==> config.mk <==
export PLATFORM = sky130hd
export DESIGN_NAME = mem_response_port
export DESIGN_NICKNAME = d
export VERILOG_FILES = /design/src/rtl/mem_pkg.sv /design/src/rtl/mem_sync_fifo.sv /design/src/rtl/mem_response_port.sv
export SDC_FILE = /design/constraint.sdc
export NUM_CORES = 1
export LEC_CHECK = 0
export ABC_AREA = 1
export BUFFER_PORTS_ARGS = -buffer_cell sky130_fd_sc_hd__buf_2
export CORE_MARGIN = 3
export CORE_UTILIZATION = 47
export DETAILED_ROUTE_END_ITERATION = 7
export PLACE_DENSITY = 0.66
export SLEW_MARGIN = 20
export SYNTH_ARGS = -nofsm -noshare
export SYNTH_HDL_FRONTEND = slang
export SYNTH_SLANG_ARGS = --single-unit
==> constraint.sdc <==
create_clock -name clk -period 4.65 [get_ports clk]
set_input_delay 0.2325 -clock clk [delete_from_list [all_inputs] [get_ports clk]]
set_output_delay 0.2325 -clock clk [all_outputs]
set_load 0.1 [all_outputs]
==> src/rtl/mem_pkg.sv <==
// Shared types for the memory response port: FSM state encoding and the FIFO entry layout.
package mem_pkg;

   localparam int MEM_ID_W   = 2;
   localparam int MEM_DATA_W = 8;

   typedef enum logic [2:0] {
      IDLE  = 3'd0,
      REQ   = 3'd1,
      SEND  = 3'd2,
      ACK   = 3'd3,
      DRAIN = 3'd4
   } state_t;

   typedef struct packed {
      logic                  last;
      logic [MEM_DATA_W-1:0] data;
   } entry_t;

   localparam int ENTRY_W = $bits(entry_t);

endpackage

==> src/rtl/mem_sync_fifo.sv <==
// Single-clock FIFO with occupancy count and synchronous flush.
// Pushes while full and pops while empty are ignored; level counts 0..DEPTH.
module mem_sync_fifo #(
   parameter int DEPTH = 8,
   parameter int WIDTH = 9
) (
   input  logic                   clk,
   input  logic                   rst_n,
   input  logic                   push,
   input  logic                   pop,
   input  logic                   flush,
   input  logic [WIDTH-1:0]       din,
   output logic [WIDTH-1:0]       dout,
   output logic                   full,
   output logic                   empty,
   output logic [$clog2(DEPTH):0] level
);

   localparam int AW = $clog2(DEPTH);
   localparam int LW = AW + 1;
   localparam logic [LW-1:0] FULL_LVL = LW'(DEPTH);

   logic [WIDTH-1:0] mem [DEPTH];
   logic [AW-1:0]    wr_ptr;
   logic [AW-1:0]    rd_ptr;
   logic             do_push;
   logic             do_pop;

   assign full    = (level == FULL_LVL);
   assign empty   = (level == '0);
   assign do_push = push & ~full;
   assign do_pop  = pop & ~empty;
   assign dout    = mem[rd_ptr];

   always_ff @(posedge clk or negedge rst_n) begin
      if (!rst_n) begin
         wr_ptr <= '0;
         rd_ptr <= '0;
         level  <= '0;
      end else if (flush) begin
         wr_ptr <= '0;
         rd_ptr <= '0;
         level  <= '0;
      end else begin
         if (do_push) wr_ptr <= wr_ptr + AW'(1);
         if (do_pop)  rd_ptr <= rd_ptr + AW'(1);
         if (do_push && !do_pop)      level <= level + LW'(1);
         else if (do_pop && !do_push) level <= level - LW'(1);
      end
   end

   // Storage needs no reset: nothing is read until level says it was written.
   always_ff @(posedge clk) begin
      if (do_push) mem[wr_ptr] <= din;
   end

endmodule

==> src/rtl/mem_response_port.sv <==
// Response stage: buffers flash read bytes, wins the shared data bus, streams the burst and acks
// with the requester id. Define MEM_RESP_TIMEOUT_EN to add the grant-wait timeout and drain path.
//
// state | meaning
// IDLE  | nothing buffered, waiting for a byte
// REQ   | requesting data-bus ownership
// SEND  | bus owned, streaming FIFO head to requester
// ACK   | burst delivered, presenting completion id
// DRAIN | grant timed out, discarding rest of burst
module mem_response_port
   import mem_pkg::*;
#(
   parameter int DEPTH          = 8,
   parameter int TIMEOUT_CYCLES = 255
) (
   input  logic                   clk,
   input  logic                   rst_n,
   input  logic [MEM_DATA_W-1:0]  in_rx_data,
   input  logic                   in_rx_valid,
   input  logic                   in_rx_last,
   input  logic [MEM_ID_W-1:0]    in_dest_id,
   output logic                   out_rx_ready,
   output logic                   out_bus_req,
   input  logic                   in_bus_grant,
   output logic                   out_bus_valid,
   output logic [MEM_DATA_W-1:0]  out_bus_data,
   input  logic                   in_bus_ready,
   output logic                   out_ack_valid,
   output logic [MEM_ID_W-1:0]    out_ack_id,
   input  logic                   in_ack_ready,
   output logic [$clog2(DEPTH):0] out_level,
   output logic                   out_err
);

   state_t              state;
   state_t              state_nx;
   entry_t              fifo_din;
   entry_t              fifo_dout;
   logic                fifo_full;
   logic                fifo_empty;
   logic                push;
   logic                pop;
   logic                flush;
   logic                last_seen;
   logic                ack_done;
   logic [MEM_ID_W-1:0] id_q;

   assign fifo_din = {in_rx_last, in_rx_data};
   assign pop      = (state == SEND) & ~fifo_empty & in_bus_ready;

`ifdef MEM_RESP_TIMEOUT_EN
   localparam int TW = (TIMEOUT_CYCLES > 1) ? $clog2(TIMEOUT_CYCLES) : 1;
   localparam logic [TW-1:0] TO_LAST = TW'(TIMEOUT_CYCLES - 1);

   logic [TW-1:0] to_cnt;
   logic          timeout_hit;
   logic          err_q;

   // DRAIN accepts everything so the upstream FSM can finish its burst.
   assign out_rx_ready = (state == DRAIN) | (~fifo_full & ~last_seen);
   assign push         = in_rx_valid & out_rx_ready & (state != DRAIN);
   assign timeout_hit  = (state == REQ) & ~in_bus_grant & (to_cnt == TO_LAST);
   assign flush        = timeout_hit;
   assign out_err      = err_q;

   always_ff @(posedge clk or negedge rst_n) begin
      if (!rst_n) begin
         to_cnt <= '0;
         err_q  <= 1'b0;
      end else begin
         err_q <= timeout_hit;
         if (state != REQ)          to_cnt <= '0;
         else if (to_cnt != TO_LAST) to_cnt <= to_cnt + TW'(1);
      end
   end
`else
   logic unused_timeout;

   assign out_rx_ready   = ~fifo_full & ~last_seen;
   assign push           = in_rx_valid & out_rx_ready;
   assign flush          = 1'b0;
   assign out_err        = 1'b0;
   assign unused_timeout = (TIMEOUT_CYCLES != 0);
`endif

   mem_sync_fifo #(
      .DEPTH (DEPTH),
      .WIDTH (ENTRY_W)
   ) u_fifo (
      .clk   (clk),
      .rst_n (rst_n),
      .push  (push),
      .pop   (pop),
      .flush (flush),
      .din   (fifo_din),
      .dout  (fifo_dout),
      .full  (fifo_full),
      .empty (fifo_empty),
      .level (out_level)
   );

   always_ff @(posedge clk or negedge rst_n) begin
      if (!rst_n) begin
         state     <= IDLE;
         last_seen <= 1'b0;
         id_q      <= '0;
      end else begin
         state <= state_nx;
         if (ack_done || flush)      last_seen <= 1'b0;
         else if (push && in_rx_last) last_seen <= 1'b1;
         if (push && fifo_empty && !last_seen) id_q <= in_dest_id;
      end
   end

   always_comb begin
      state_nx      = state;
      out_bus_req   = 1'b0;
      out_bus_valid = 1'b0;
      out_ack_valid = 1'b0;
      ack_done      = 1'b0;
      case (state)
         IDLE: begin
            // Looking at push as well saves a cycle on the first byte.
            if (!fifo_empty || push) state_nx = REQ;
         end
         REQ: begin
            out_bus_req = 1'b1;
            if (in_bus_grant) state_nx = SEND;
`ifdef MEM_RESP_TIMEOUT_EN
            else if (timeout_hit)
               state_nx = (last_seen || (push && in_rx_last)) ? IDLE : DRAIN;
`endif
         end
         SEND: begin
            out_bus_req   = 1'b1;
            out_bus_valid = ~fifo_empty;
            if (pop && fifo_dout.last) state_nx = ACK;
         end
         ACK: begin
            out_ack_valid = 1'b1;
            if (in_ack_ready) begin
               ack_done = 1'b1;
               state_nx = IDLE;
            end
         end
`ifdef MEM_RESP_TIMEOUT_EN
         DRAIN: begin
            if (in_rx_valid && in_rx_last) state_nx = IDLE;
         end
`endif
         default: state_nx = IDLE;
      endcase
   end

   assign out_bus_data = out_bus_valid ? fifo_dout.data : '0;
   assign out_ack_id   = out_ack_valid ? id_q : '0;

endmodule
# Word level (Yosys, flattened, before mapping)
# Memories as Yosys holds them, arrays and structs flattened.
# Cells that the tools add are included.
# word_totals
word_cells,63
ff_bits,16
n_memories,1
ramBits,72
# mem_list
name,words,width,rd,rd_clocked_by_memory_dff,wr,line_no,rtl
u_fifo.mem,8,9,1,0,1,mem_sync_fifo.sv:23,logic [WIDTH-1:0] mem [DEPTH];
# op_classes
eq_ne,8
n_addsub,4
mux,18
bitwise_logic,9
n_reduce_logical,17
# ops
operator,n
two-way mux 3 bit,4
one-hot mux 3 bit (4 select lines),1
two-way mux 1 bit,9
two-way mux 4 bit,2
two-way mux 8 bit,1
adder 3 x 1 -> 3 bit (second input constant),2
bitwise AND 1 bit,6
equality test 3 x 2 -> 1 bit (second input constant),2
logical AND 1 bit,6
inequality test 2 bit (second input constant),3
adder 4 x 1 -> 4 bit (second input constant),1
equality test 4 bit (second input constant),1
logical NOT 1 bit,4
logical NOT 4 bit,1
AND reduction 4 bit,1
nonzero test 2 bit,2
subtractor 4 x 1 -> 4 bit (second input constant),1
equality test 3 x 1 -> 1 bit (second input constant),1
logical NOT 3 bit,1
inverter 1 bit,3
two-way mux 2 bit,1
inequality test 2 x 1 -> 1 bit (second input constant),1
OR reduction 2 bit,1
logical OR 1 bit,1

# Depth between registers and ports, before layout
# Gate-level depths: netlist of the first run.
# depth
depth_word,9
mapped_depth,13
mapped_depth_nobuf,13

# Modules after synthesis
# From an unflattened synthesis of the first run, not the netlist that was laid out.
# unflattened
hier_cells,366
hier_area_um2,3957.5
# modules_own_cells
mod,area_each_um2,seq_area_each_um2,n_inst,cells_per_inst
mem_sync_fifo,3500.9,2412.3,1,295
mem_response_port,456.7,125.1,1,71

# Least setup slack after synthesis of the first run
# OpenSTA, ideal clock, no wires.
# synth_timing
kind,flip-flop to output port
from,reg u_fifo.level[0]
to,out out_bus_data[0]
required_time_ns,4.418
stages_incl_launch_ff,7
arrival_time_ns,3.131
path_slack_ns,1.287
path_cell_list,dfrtp_1 > nor2_4 > nand2_4 > nand2_4 > inv_2 > o21ai_1 > nor2_1
# synth_via
elab_chain_len,4
# synth_lines
element,line_no,rtl
start: declaration,mem_sync_fifo.sv:16,output logic [$clog2(DEPTH):0] level
start signal: assignment,mem_sync_fifo.sv:47,if (do_push && !do_pop) level <= level + LW'(1);
start signal: assignment,mem_sync_fifo.sv:48,else if (do_pop && !do_push) level <= level - LW'(1);
logical NOT 4 bit,mem_sync_fifo.sv:30,assign empty = (level == '0);
inverter 1 bit,mem_response_port.sv:136,out_bus_valid = ~fifo_empty;
two-way mux 1 bit,mem_response_port.sv:121,case (state)
net out_bus_valid,mem_response_port.sv:25,"output logic out_bus_valid,"
two-way mux 8 bit,mem_response_port.sv:155,assign out_bus_data = out_bus_valid ? fifo_dout.data : '0;
end: declaration,mem_response_port.sv:26,"output logic [MEM_DATA_W-1:0] out_bus_data,"
# The timed path passes the listed nets, and every way through them passes these cells.

# Final worst setup path of the first run
# layout_timing
from,reg u_fifo.rd_ptr[0]
to,out out_bus_data[2]
# layout_via
elab_chain_len,2
# layout_lines
element,line_no,rtl
start: declaration,mem_sync_fifo.sv:25,logic [AW-1:0] rd_ptr;
start signal: assignment,mem_sync_fifo.sv:46,if (do_pop) rd_ptr <= rd_ptr + AW'(1);
memory (8 x 9 bit),--,
two-way mux 8 bit,mem_response_port.sv:155,
# No other way between the ends.

==> flow_summary.yaml, run 1 <==
timing:
  finalSetupViolations: 0
  maxSlewViolCount: 0
  unrepaired_setup_endpoints_after_global_routing: "false"
  fin_tns_setup_ns: 0
  worst_clock_skew_ns: 0.00962
  fmax_ghz: 0.364
  slew_headroom_pct: 29.5
  timing_worst_slew_pin_value_ns: 1.05
  post-route-period-util_pct: 59.1
  period_needed_ns: 2.75
  hold_violations: 0
die:
  placementRows: 32
  core_region_area_mm2: 0.00777
  die_area_mm2: 0.00917
  ioPinCount: 36
  floorplan.die.height_um: 95.8
  die_width_um: 95.8
  initial_core_util_pct: 48.7
cells_and_area:
  post_route_cells_drive_above_1_share_pct: 18.5
  layout.cells.most_common_list: "72 x sky130_fd_sc_hd__edfxtp_1, 60 x sky130_fd_sc_hd__nor2_1, 34 x sky130_fd_sc_hd__buf_2"
  antenna_cells: 0
  layoutNonFillerInstCount: 464
  num-fill-cells: 688
  final_net_count: 385
  layout.cells.most_common: "sky130_fd_sc_hd__edfxtp_1"
  areaGrowthSynthToFinish_pct: 11.5
route:
  route.detailed.drc: 0
  routed_wire_length_per_instance_um: 16.0
  detailedRoute.firstPassIterationCount: 4
  dr_total_vias: 2409
  drt.antenna.violating_nets: 0
  routed_via_density: 5.19
  wl_um: 7410
  initialDrtViolationCount: 135
cts:
  numClockSinks: 87
  total_cts_buffers: 9
  root_buffer: "sky130_fd_sc_hd__clkbuf_8"
  cts_tree: "yes"
  hold_buffers: 1
  clock_latency_on_the_worst_skew_pair_ns: 0.36
  htree_num_levels: 3
  cts_setup_buffers: 0
  cts.clk_slew.worst_paths_ns: 0.09
  cts_resized: 0
  max-clock-path-buffers: 2
placed_design:
  dpl.hpwl_um: 4470
  routabilityCongestion: 0.750
  dp_cell_count: 447
  portBuffers: 34
synth:
  yosys_register_bits: 87
  yosysWarnings: 0
  synthesis.area_mm2: 0.00379
  yosysSeqAreaShare_pct: 67.0
  synthCells: 322
  avgSynthCellArea_um2: 11.8
  netlist-cell-type-count: 31
  synthesis.nets: 350
global_route:
  grt_util_all_layers_pct: 17.7
  gr-total-overflow: 0
  antenna_violations_before_repair: 0
  grt_max_degree: 37
  grt_pass1_wl_um: 11900
  vias_in_the_first_global_route: 2281
setup_path:
  setup.reg_to_reg.worst_slack_ns: 2.28
  end_kind: "output pin"
  crit_fanout: 36
  worst-endpoint-required_ns: 4.42
  data_arrival_at_the_endpoint_of_the_critical_path_ns: 2.52
  start_kind: "flip-flop"
  path_class: "flip-flop to output pin"
outcome:
  result_of_the_run: "finished, final reports clean"
worst_hold_path:
  worstHoldPathType: "primary input to flip-flop"
flow_run:
  max_cap_violations: 0
## layer usage
layer | track usage, % | vias up | routed length [um]
li1 | - | 1190 | -
met1 | 24.7 | 1133 | 3280
met2 | 25.9 | 78 | 3570
met3 | 4.61 | 8 | 450
met4 | 8.29 | 0 | 107
met5 | 0 | - | 0
## sequential cells by signal (all words and copies together), names as in the netlist
| register | count |
|---|---|
| id_q | 2 |
| last_seen | 1 |
| state | 2 |
| u_fifo.level | 4 |
| u_fifo.wr_ptr | 3 |
| u_fifo.rd_ptr | 3 |
| u_fifo.mem | 72 |
## final timing paths
path / cells past startpoint / from / to
worst min-delay path: 2 / in_ack_ready / last_seen
worst max-delay path: 7 / u_fifo.rd_ptr[0] / out_bus_data[2]
worst max register to register: 13 / state[0] / u_fifo.level[3]
min in group asynchronous: 2 / rst_n / id_q[1]
max in group asynchronous: 2 / rst_n / u_fifo.wr_ptr[0]
worst min register to register: 2 / id_q[1] / id_q[1]
## Yosys cell counts (all sizes together)
cell / instances / area share [%]
a21oi: 5 / 0.76
a31oi: 1 / 0.17
buf: 11 / 1.9
clkbuf: 1 / 0.099
clkinv: 1 / 0.13
conb: 1 / 0.099
dfrtp: 15 / 9.9
edfxtp: 72 / 57
fa: 1 / 0.53
ha: 10 / 3.3
inv: 22 / 2.2
mux2: 1 / 0.30
nand2: 37 / 4.2
nand3: 11 / 1.9
nor2: 63 / 6.9
o21ai: 46 / 6.1
o22ai: 17 / 2.8
or2: 1 / 0.17
xnor2: 3 / 0.69
xor2: 3 / 0.69
## per-stage QoR
step                      hold WS [ns]  utilization (%)  cell area (um^2)  setup WS, ns
after CTS                       0.0486             54.3              4220          1.91
after global placement           0.164             51.7              4020          2.34
final                           0.0652             54.3              4220          1.90
after global routing            0.0512             54.3              4220          1.66
after floorplan                -0.0631                -              3790          1.29
after detailed placement         0.165             51.7              4020          2.32
## cells by family (layout without fill, tap and decap cells)
logic type      after synthesis  after routing  share of synthesized area, %
mux                           1              1                         0.297
compound gates               69             69                          9.82
fa+ha+maj                    11             11                          3.83
xor+xnor                      6              6                          1.39
other cells                   1              1                        0.0990
buf+inv                      35             75                          4.39
flops                        87             87                          67.0
simple gates                112            112                          13.2
## cell type report
type | instances | area (um^2) | share of cell area (%)
flip-flops and latches | 87 | 2540 | 60.1
clock buffers | 10 | 128 | 3.02
multi-input cells | 200 | 1080 | 25.6
well taps | 102 | 128 | 3.02
repair buffers | 36 | 188 | 4.45
clock inverters | 6 | 68.8 | 1.63
inverters | 23 | 90.1 | 2.13
## worst max-delay path: stages (launching register included)
cell	delay, ns
sky130_fd_sc_hd__dfrtp_1	0.60
sky130_fd_sc_hd__buf_4	0.33
sky130_fd_sc_hd__inv_4	0.31
sky130_fd_sc_hd__nor2_1	0.08
sky130_fd_sc_hd__o22ai_1	0.18
sky130_fd_sc_hd__o21ai_1	0.08
sky130_fd_sc_hd__nor2_1	0.12
sky130_fd_sc_hd__buf_2	0.44
Power of run 1 is not shown: default switching activity piles up to over one toggle a cycle in this logic, so the estimate is an artifact.
==> run 2: changes to the inputs <==
- ABC_AREA: 1 -> 0
- PLACE_DENSITY: 0.66 -> 0.68
- clock period: 4.65 -> 2.2 ns (I/O delays scaled with it)
==> flow_summary.yaml, run 2 <==
timing:
  slew_headroom_pct: 63.4
  unrepaired_setup_endpoints_after_global_routing: "true"
  fmax_ghz: 0.444
  worst_clock_skew_ns: 0.0116
  finalWorstSetupSlack_ns: -0.0515
  post-route-period-util_pct: 102
  timing_worst_slew_pin_value_ns: 0.548
  finalSetupViolations: 1
  period_needed_ns: 2.25
  hold_violations: 0
  maxSlewViolCount: 0
synth:
  netlist.area_leader.share_pct: 58.6
  netlist-cell-type-count: 32
  synthesis.area_mm2: 0.00369
  synth-edff-count: 72
  synthesis.nets: 238
  synthDominantAreaCellType: "sky130_fd_sc_hd__edfxtp_1"
  ys.flop_type: "sky130_fd_sc_hd__edfxtp_1"
  synthTopCellsByArea: "sky130_fd_sc_hd__edfxtp_1 59%, sky130_fd_sc_hd__dfrtp_1 10%, sky130_fd_sc_hd__mux4_2 6.7%, sky130_fd_sc_hd__mux4_1 4.3%, sky130_fd_sc_hd__mux2i_1 3.5%"
  yosysSeqAreaShare_pct: 68.7
  avgSynthCellArea_um2: 17.6
  synthTopCellsByCount: "72 x sky130_fd_sc_hd__edfxtp_1, 17 x sky130_fd_sc_hd__nor2_1, 15 x sky130_fd_sc_hd__dfrtp_1"
  synthCells: 210
  synth-async-reset-ratio_pct: 17.2
  yosysMostFrequentCell: "sky130_fd_sc_hd__edfxtp_1"
  yosysWarnings: 0
  yosys_register_bits: 87
global_route:
  grtUsageMet2_pct: 28.0
  grt_pass1_wl_um: 11300
  grt_max_degree: 23
  grtUsageMet1_pct: 23.8
  gr-max-usage-layer: "met2"
  gr-usage-met3_pct: 4.38
  grt_util_all_layers_pct: 17.8
  gr-total-overflow: 0
  vias_in_the_first_global_route: 2135
  antenna_violations_before_repair: 0
cts:
  total_cts_buffers: 9
  clock_latency_on_the_worst_skew_pair_ns: 0.35
  root_buffer: "sky130_fd_sc_hd__clkbuf_8"
  htree_num_levels: 3
  numClockSinks: 87
  max-clock-path-buffers: 2
  cts_tree: "yes"
  cts.clk_slew.worst_paths_ns: 0.08
cells_and_area:
  final_net_count: 312
  largest_regs: "u_fifo.mem: 72 flops, u_fifo.level: 4 flops"
  layoutNonFillerInstCount: 388
  largest-register: "u_fifo.mem"
  antenna_cells: 0
  areaGrowthSynthToFinish_pct: 26.1
  final_core_utilization_pct: 62.5
  post_route_cells_drive_above_1_share_pct: 38.8
  layout.cells.most_common_list: "72 x sky130_fd_sc_hd__edfxtp_1, 30 x sky130_fd_sc_hd__buf_4, 25 x sky130_fd_sc_hd__buf_2"
  largest_reg_flops: 72
  layout.cells.most_common: "sky130_fd_sc_hd__edfxtp_1"
placed_design:
  place_ws_ns: -0.0350
  dpl.hpwl_um: 4690
  dp_cell_count: 363
  portBuffers: 34
  routabilityCongestion: 0.732
setup_path:
  data_arrival_at_the_endpoint_of_the_critical_path_ns: 2.52
  path_class: "flip-flop to flip-flop"
  setup.reg_to_reg.worst_slack_ns: -0.05
  worst-endpoint-required_ns: 2.47
  crit_fanout: 4
  start_kind: "flip-flop"
  end_kind: "flip-flop"
route:
  route.detailed.drc: 0
  routed_via_density: 5.19
  drt.antenna.violating_nets: 0
  dr_total_vias: 2015
  initialDrtViolationCount: 100
  wl_um: 7010
  routed_wire_length_per_instance_um: 18.1
  detailedRoute.firstPassIterationCount: 4
pwr:
  leakagePower_uw: 0.00175
  irDropWorstVdd_mv: 0.642
  p_per_area_mw_per_mm2: 1510
die:
  ioPinCount: 36
  initial_core_util_pct: 49.6
  die_width_um: 94.6
  core_region_area_mm2: 0.00745
  floorplan.die.height_um: 94.6
  placementRows: 31
  die_area_mm2: 0.00895
flow_run:
  max_cap_violations: 0
outcome:
  violations_in_the_final_reports: "negative setup slack"
  result_of_the_run: "finished, violations left"
worst_hold_path:
  worstHoldPathType: "primary input to flip-flop"
run 2: cell types whose count changed after synthesis, moves of 6 or more:
| cell | before | now |
|---|---|---|
| sky130_fd_sc_hd__buf_4 | 7 | 1 |
| sky130_fd_sc_hd__inv_1 | 18 | 7 |
| sky130_fd_sc_hd__mux2i_1 | 0 | 13 |
| sky130_fd_sc_hd__mux4_1 | 0 | 6 |
| sky130_fd_sc_hd__mux4_2 | 0 | 11 |
| sky130_fd_sc_hd__nand2_1 | 33 | 8 |
| sky130_fd_sc_hd__nand3_1 | 8 | 1 |
| sky130_fd_sc_hd__nor2_1 | 60 | 17 |
| sky130_fd_sc_hd__o21ai_0 | 21 | 3 |
| sky130_fd_sc_hd__o21ai_1 | 25 | 0 |
| sky130_fd_sc_hd__o22ai_1 | 17 | 0 |
run 2: logic make-up after synthesis:
kind of cell | after synthesis | synth area share [%]
other cells | 1 | 0.102
buf+inv | 14 | 1.80
fa+ha+maj | 11 | 3.93
mux | 34 | 15.7
simple gates | 41 | 5.15
compound gates | 15 | 2.88
xor+xnor | 7 | 1.66
flops | 87 | 68.7
run 2: metrics by stage:
| step | power [uW] | hold slack, ns | area (um^2) | setup TNS (ns) |
|---|---|---|---|---|
| after global routing | 7410 | 0.00802 | 4650 | -0.318 |
| after floorplan | 4870 | -0.186 | 3760 | -7.92 |
| after detailed placement | 5900 | 0.0453 | 4360 | -0.0350 |
| final | 7030 | 0.0222 | 4650 | -0.0515 |
| after global placement | 5840 | 0.0353 | 4360 | 0 |
| after CTS | 7030 | 0.000768 | 4610 | -0.0678 |
run 2: worst max-delay path, stage by stage, from the launching register on:
cell,delay (ns)
sky130_fd_sc_hd__dfrtp_4,0.50
sky130_fd_sc_hd__nor3_4,0.24
sky130_fd_sc_hd__nand2b_1,0.11
sky130_fd_sc_hd__nand2_2,0.10
sky130_fd_sc_hd__clkinvlp_4,0.11
sky130_fd_sc_hd__nand2_4,0.07
sky130_fd_sc_hd__ha_4,0.14
sky130_fd_sc_hd__inv_4,0.05
sky130_fd_sc_hd__ha_4,0.20
sky130_fd_sc_hd__a21o_1,0.16
sky130_fd_sc_hd__a21oi_2,0.14
sky130_fd_sc_hd__mux2i_1,0.22
sky130_fd_sc_hd__xnor2_1,0.14
run 2: worst paths after layout:
check / startpoint / to / depth (start not counted)
max: u_fifo.level[2] / u_fifo.level[3] / 12
max in group asynchronous: rst_n / u_fifo.level[1] / 2
min in group asynchronous: rst_n / u_fifo.level[0] / 2
max reg2reg: u_fifo.level[2] / u_fifo.level[3] / 12
min: in_rx_data[4] / u_fifo.mem[5][4] / 1
min reg2reg: id_q[0] / id_q[0] / 1
run 2: per-layer routing:
layer  share of wire [%]  up-vias
met4                 1.7        0
met2                  50       31
li1                    -      960
met3                 3.1       11
met1                  45     1013
met5                   0        -
run 2: layout make-up:
| class | instances | area [um^2] |
|---|---|---|
| clock buffers | 10 | 128 |
| repair buffers | 70 | 601 |
| well taps | 99 | 124 |
| flip-flops and latches | 87 | 2550 |
| multi-input cells | 109 | 1150 |
| clock inverters | 6 | 68.8 |
| fillers | 545 | 2790 |
| inverters | 7 | 32.5 |
run 2: where the power goes:
part | internal (uW) | leakage, uW | switching (uW) | total [uW]
clock | 531 | 0.0000968 | 565 | 1100
sequential | 2080 | 0.000826 | 173 | 2250
combinational | 1410 | 0.000828 | 2270 | 3680
total | 4020 | 0.00175 | 3010 | 7030
run 2: what timing repair did:
action	4_1_cts	5_1_grt
hold buffers	5	0
pin swaps	2	3
setup buffers	1	3
endpoints found under the hold margin	26	0
resized for setup	0	7
setup endpoints to repair	1	5
Power figures use the tool's default switching activity.
